--- src/rtl/instr_decode_stage.sv ---
// Decode stage: classifies RV32 instruction words, builds the sign-extended immediate
// and buffers decoded entries in a 2-deep FIFO between valid/ready handshakes.
//
// state   | meaning
// S_EMPTY | no entry buffered; outputs show the idle pattern
// S_ONE   | one entry, held in slot 0
// S_FULL  | two entries; slot 0 is the oldest, in_ready low
module instr_decode_stage #(
    parameter int XLEN      = 32,
    parameter bit EN_SYSTEM = 1'b0,
    parameter int CNT_W     = 16
) (
    input  logic              clk,
    input  logic              rst_n,
    input  logic              flush,
    input  logic              in_valid,
    output logic              in_ready,
    input  logic [31:0]       in_instr,
    input  logic [XLEN-1:0]   in_pc,
    output logic              out_valid,
    input  logic              out_ready,
    output logic [2:0]        out_type,
    output logic [XLEN-1:0]   out_imm,
    output logic [4:0]        out_rs1,
    output logic [4:0]        out_rs2,
    output logic [4:0]        out_rd,
    output logic [2:0]        out_funct3,
    output logic [XLEN-1:0]   out_pc,
    output logic              out_illegal,
    output logic [CNT_W-1:0]  illegal_cnt
);

    localparam logic [2:0] T_R = 3'd0;
    localparam logic [2:0] T_I = 3'd1;
    localparam logic [2:0] T_S = 3'd2;
    localparam logic [2:0] T_B = 3'd3;
    localparam logic [2:0] T_U = 3'd4;
    localparam logic [2:0] T_J = 3'd5;
    localparam logic [2:0] T_O = 3'd6;

    localparam logic [1:0] S_EMPTY = 2'd0;
    localparam logic [1:0] S_ONE   = 2'd1;
    localparam logic [1:0] S_FULL  = 2'd2;

    // Entry layout: {type, imm, rs1, rs2, rd, funct3, pc}
    localparam int EW = 3 + XLEN + 5 + 5 + 5 + 3 + XLEN;
    localparam logic [EW-1:0] ENT_IDLE = {T_O, {(EW-3){1'b0}}};

    logic [1:0]       r_state;
    logic [EW-1:0]    r_slot0;
    logic [EW-1:0]    r_slot1;
    logic [CNT_W-1:0] r_illegal_cnt;

    logic [6:0]       w_opcode;
    logic [2:0]       w_type;
    logic [31:0]      w_imm32;
    logic [XLEN-1:0]  w_imm;
    logic [EW-1:0]    w_new;
    logic             w_accept;
    logic             w_deliver;

    assign w_opcode = in_instr[6:0];

    always_comb begin
        w_type = T_O;
        case (w_opcode)
            7'b0110011:                         w_type = T_R;
            7'b0010011, 7'b0000011, 7'b1100111: w_type = T_I;
            7'b0100011:                         w_type = T_S;
            7'b1100011:                         w_type = T_B;
            7'b0110111, 7'b0010111:             w_type = T_U;
            7'b1101111:                         w_type = T_J;
            7'b1110011, 7'b0001111:             w_type = EN_SYSTEM ? T_I : T_O;
            default:                            w_type = T_O;
        endcase
    end

    always_comb begin
        w_imm32 = 32'd0;
        case (w_type)
            T_I: w_imm32 = {{20{in_instr[31]}}, in_instr[31:20]};
            T_S: w_imm32 = {{20{in_instr[31]}}, in_instr[31:25], in_instr[11:7]};
            T_B: w_imm32 = {{19{in_instr[31]}}, in_instr[31], in_instr[7],
                            in_instr[30:25], in_instr[11:8], 1'b0};
            T_U: w_imm32 = {in_instr[31:12], 12'd0};
            T_J: w_imm32 = {{11{in_instr[31]}}, in_instr[31], in_instr[19:12],
                            in_instr[20], in_instr[30:21], 1'b0};
            default: w_imm32 = 32'd0;
        endcase
    end

    // Signed size cast sign-extends the 32-bit immediate to XLEN.
    assign w_imm = XLEN'($signed(w_imm32));

    assign w_new = {w_type, w_imm, in_instr[19:15], in_instr[24:20], in_instr[11:7],
                    in_instr[14:12], in_pc};

    assign in_ready  = (r_state != S_FULL);
    assign out_valid = (r_state != S_EMPTY);
    assign w_accept  = in_valid && in_ready;
    assign w_deliver = out_valid && out_ready;

    assign {out_type, out_imm, out_rs1, out_rs2, out_rd, out_funct3, out_pc} = r_slot0;
    assign out_illegal = out_valid && (out_type == T_O);
    assign illegal_cnt = r_illegal_cnt;

    always_ff @(posedge clk or negedge rst_n) begin
        if (!rst_n) begin
            r_illegal_cnt <= '0;
        end else if (w_deliver && out_illegal && (r_illegal_cnt != {CNT_W{1'b1}})) begin
            r_illegal_cnt <= r_illegal_cnt + CNT_W'(1);
        end
    end

    // Slot 0 always holds the oldest entry and reverts to the idle pattern when empty.
    always_ff @(posedge clk or negedge rst_n) begin
        if (!rst_n) begin
            r_state <= S_EMPTY;
            r_slot0 <= ENT_IDLE;
            r_slot1 <= ENT_IDLE;
        end else if (flush) begin
            r_state <= S_EMPTY;
            r_slot0 <= ENT_IDLE;
            r_slot1 <= ENT_IDLE;
        end else begin
            case (r_state)
                S_EMPTY: begin
                    if (w_accept) begin
                        r_slot0 <= w_new;
                        r_state <= S_ONE;
                    end
                end
                S_ONE: begin
                    if (w_accept && w_deliver) begin
                        r_slot0 <= w_new;
                    end else if (w_accept) begin
                        r_slot1 <= w_new;
                        r_state <= S_FULL;
                    end else if (w_deliver) begin
                        r_slot0 <= ENT_IDLE;
                        r_state <= S_EMPTY;
                    end
                end
                S_FULL: begin
                    if (w_deliver) begin
                        r_slot0 <= r_slot1;
                        r_slot1 <= ENT_IDLE;
                        r_state <= S_ONE;
                    end
                end
                default: begin
                    r_state <= S_EMPTY;
                    r_slot0 <= ENT_IDLE;
                    r_slot1 <= ENT_IDLE;
                end
            endcase
        end
    end

endmodule
--- config.mk ---
export PLATFORM = sky130hd
export DESIGN_NAME = instr_decode_stage
export DESIGN_NICKNAME = d
export VERILOG_FILES = /design/src/rtl/instr_decode_stage.sv
export SDC_FILE = /design/constraint.sdc
export NUM_CORES = 1
export LEC_CHECK = 0
export CORE_ASPECT_RATIO = 0.5
export CORE_MARGIN = 2
export CORE_UTILIZATION = 46
export CTS_BUF_LIST = sky130_fd_sc_hd__clkbuf_16
export CTS_CLUSTER_SIZE = 30
export DETAILED_ROUTE_END_ITERATION = 6
export PLACE_DENSITY_LB_ADDON = 0.1
export SETUP_SLACK_MARGIN = 0.2
export SLEW_MARGIN = 40
export SYNTH_ARGS = -nofsm -noshare
export SYNTH_HDL_FRONTEND = slang
export SYNTH_SLANG_ARGS = --single-unit
--- constraint.sdc ---
create_clock -name clk -period 2.1 [get_ports clk]
set_input_delay 0.525 -clock clk [delete_from_list [all_inputs] [get_ports clk]]
set_output_delay 0.525 -clock clk [all_outputs]
set_load 0.1 [all_outputs]
==> results.json <==
{
  "cts_sinks": 188,
  "avgRoutedWirePerCell_um": 20.2,
  "initial_core_util": 0.468,
  "cts_root_buf": "clkbuf_16",
  "ioPinCount": 173,
  "core-area_um2": 17300,
  "grt_max_degree": 64,
  "fin_util": 0.720,
  "fp.dieW_um": 192,
  "fin_hold_ws_ps": 484,
  "wirelength_mm": 25.0,
  "routed-wl-met2_mm": 11.8,
  "ys_ff_latch": 188,
  "synthDistinctLibCells": 57,
  "fin_crit_sh": 1.14,
  "grt_pass1_wl_mm": 38.6,
  "min_path_type": "reg -> reg",
  "placedCellCount": 1167,
  "top_layer": "met4",
  "rows": 34,
  "rsz0062_at_grt": "yes",
  "async_reset_ff_frac": 1.00,
  "syn-cell-area_um2": 8110,
  "drtAntennaViolNets": 0,
  "setup_ws_ps": -288,
  "clk-insertion-delay-late_ps": 430,
  "p_leak_nw": 5.92,
  "htree_num_levels": 4,
  "synth_area_leader_cell": "dfrtp_1",
  "first_pass_iters": 5,
  "vias_per_cell": 5.76,
  "final_common_cell": "dfrtp_1",
  "finalHoldViolations": 0,
  "synthesis.instances": 727,
  "overflow": 0,
  "cts_buffers": 17,
  "cts_tree": "yes",
  "cp.required_ps": 2440,
  "seq_area_um2": 4730,
  "synthTopCellsByArea": "dfrtp_1 (57%), a22oi_1 (7.1%), a22o_1 (7.0%), o21ai_0 (4.4%), nand2_1 (3.7%)",
  "die-area_um2": 18800,
  "grt_usage": 0.264,
  "finalSetupViolations": 69,
  "ys_warn_count": 0,
  "place_congestion": 0.853,
  "max_slew_margin": 0.658,
  "multiInputGateArea_um2": 3670,
  "place_hpwl_mm": 16.4,
  "m1WireLength_mm": 11.6,
  "die-height_um": 97.9,
  "drt-initial-drc-count": 452,
  "grt_pass1_vias": 7061,
  "worstSetupPathType": "in -> reg",
  "drive_gt1_frac": 0.384,
  "wl_met3_mm": 1.38,
  "arrival_ps": 2720,
  "port_buffers": 172,
  "final_cell_mix": "dfrtp_1 (167), buf_4 (150), a22oi_1 (76), nand2_1 (72), a22o_1 (65)",
  "violations": "negative setup slack",
  "synth_nets": 798,
  "slew_violations": 0,
  "cellPowerDensity_nw_per_um2": 755,
  "synth_edf_count": 0,
  "ff2ff_setup_slack_ps": 80,
  "fin_skew_ps": 12.4,
  "antenna_found_initial": 1,
  "drv_cap": 0,
  "drcViolationCount": 0,
  "end_kind": "register",
  "cts_buffer_depth": 2,
  "nets": 1065,
  "avgSynthCellArea_um2": 11.2,
  "fin_setup_tns_ps": -10210,
  "clk_pin_slew_worst_paths_ps": 70,
  "vias": 7153,
  "power.total_mw": 9.42,
  "area_delta_synth_final_pct": 53.8,
  "start_kind": "primary input",
  "yosysSeqAreaShare": 0.581,
  "fmax_mhz": 419,
  "instances_no_fill": 1242,
  "synth_top_flop_cell": "dfrtp_1",
  "cp_max_fo": 4,
  "synth_top_cell_area_share": 0.568,
  "post-route-min-period_ps": 2390,
  "tightest_slew_ps": 511,
  "peakVddDrop_uv": 1080,
  "fillers": 1250,
  "status": "finished with violations"
}
## repair_timing
| item | 4_1_cts | 5_1_grt |
|---|---|---|
| hold endpoints to repair | 26 | 0 |
| pin swaps | 41 | 35 |
| hold buffers | 1 | 0 |
| gates resized for setup | 107 | 70 |
| endpoints found under the setup margin | 97 | 137 |
| buffers inserted | 22 | 13 |
| gates cloned | 2 | 4 |
## through the flow
step	worst slack [ps]	cell area (µm²)
2_1_floorplan	-636	8280
3_3_place_gp	-1110	10900
3_5_place_dp	-1180	10900
4_1_cts	-293	12000
5_1_grt	-365	12500
6_report	-288	12500
## Yosys cell counts (all sizes together), types with 2 or more instances
library cell / n
nor2: 9
a31oi: 8
a211oi: 3
and2: 2
a211o: 2
nor3: 5
dfrtp: 184
a221o: 12
nor2b: 6
ha: 2
buf: 7
nor4b: 2
a21oi: 5
inv: 19
or3: 2
or3b: 2
nand2: 80
nand2b: 5
clkbuf: 49
nor3b: 6
and3: 5
o21ai: 77
dfstp: 4
nand4: 4
o211ai: 12
or2: 2
xor2: 3
o22a: 2
a22o: 65
o22ai: 2
nand3: 18
a22oi: 77
mux2i: 3
xnor2: 12
a21o: 16
## flip-flops by register name, indices dropped and copies added, names as in the netlist
| signal | cells |
|---|---|
| r_state | 2 |
| r_slot0 | 85 |
| r_slot1 | 85 |
| illegal_cnt | 16 |
## worst max-delay path, cell delays in order
cell and delay [ps]:
dlygate4sd2_1 270, and4bb_2 270, nand2_1 140, ha_4 190, maj3_2 230, o21ai_4 90, buf_6 130, or4b_4 560
buf_6 150, o211ai_1 170
## layout make-up
type / count / share of cell area
inverters: 19 / 0.00622
clock inverters: 15 / 0.0143
well taps: 234 / 0.0235
flip-flops and latches: 188 / 0.380
clock buffers: 17 / 0.0341
multi-input cells: 464 / 0.294
diodes: 1 / 0.000201
repair buffers: 304 / 0.248
## metal layers
metal  GRT usage  vias up
li1            -     3248
met1       0.387     3670
met2       0.413      212
met3      0.0424       23
met4      0.0621        0
met5           0        -
## worst paths after layout
kind / startpoint / to / depth (start not counted)
setup / recovery: in_instr[2] / r_slot0[70]$_DFFE_PN0P_ / 10
min in group asynchronous: rst_n / r_slot1[21]$_DFFE_PN0P_ / 2
setup reg to reg: r_state[1]$_DFFE_PN0P_ / r_slot0[70]$_DFFE_PN0P_ / 5
hold reg to reg: illegal_cnt[11]$_DFFE_PN0P_ / illegal_cnt[11]$_DFFE_PN0P_ / 1
hold / removal: illegal_cnt[11]$_DFFE_PN0P_ / illegal_cnt[11]$_DFFE_PN0P_ / 1
max in group asynchronous: rst_n / r_slot1[70]$_DFFE_PN0P_ / 3
## where the power goes
group | internal, mW | switching, mW
logic | 0.687 | 1.48
registers | 3.77 | 0.146
clock network | 1.80 | 1.54
## kinds of logic after synthesis
| family | share of synthesized area |
|---|---|
| AOI/OAI and AO/OA | 0.262 |
| xor gates and xnor gates | 0.0162 |
| buffers and inverters | 0.0363 |
| and+or+nand+nor | 0.0952 |
| adders and majority gates | 0.00432 |
| DFF | 0.581 |
| muxes | 0.00509 |
Note: power is estimated with default switching activity, not from simulation.
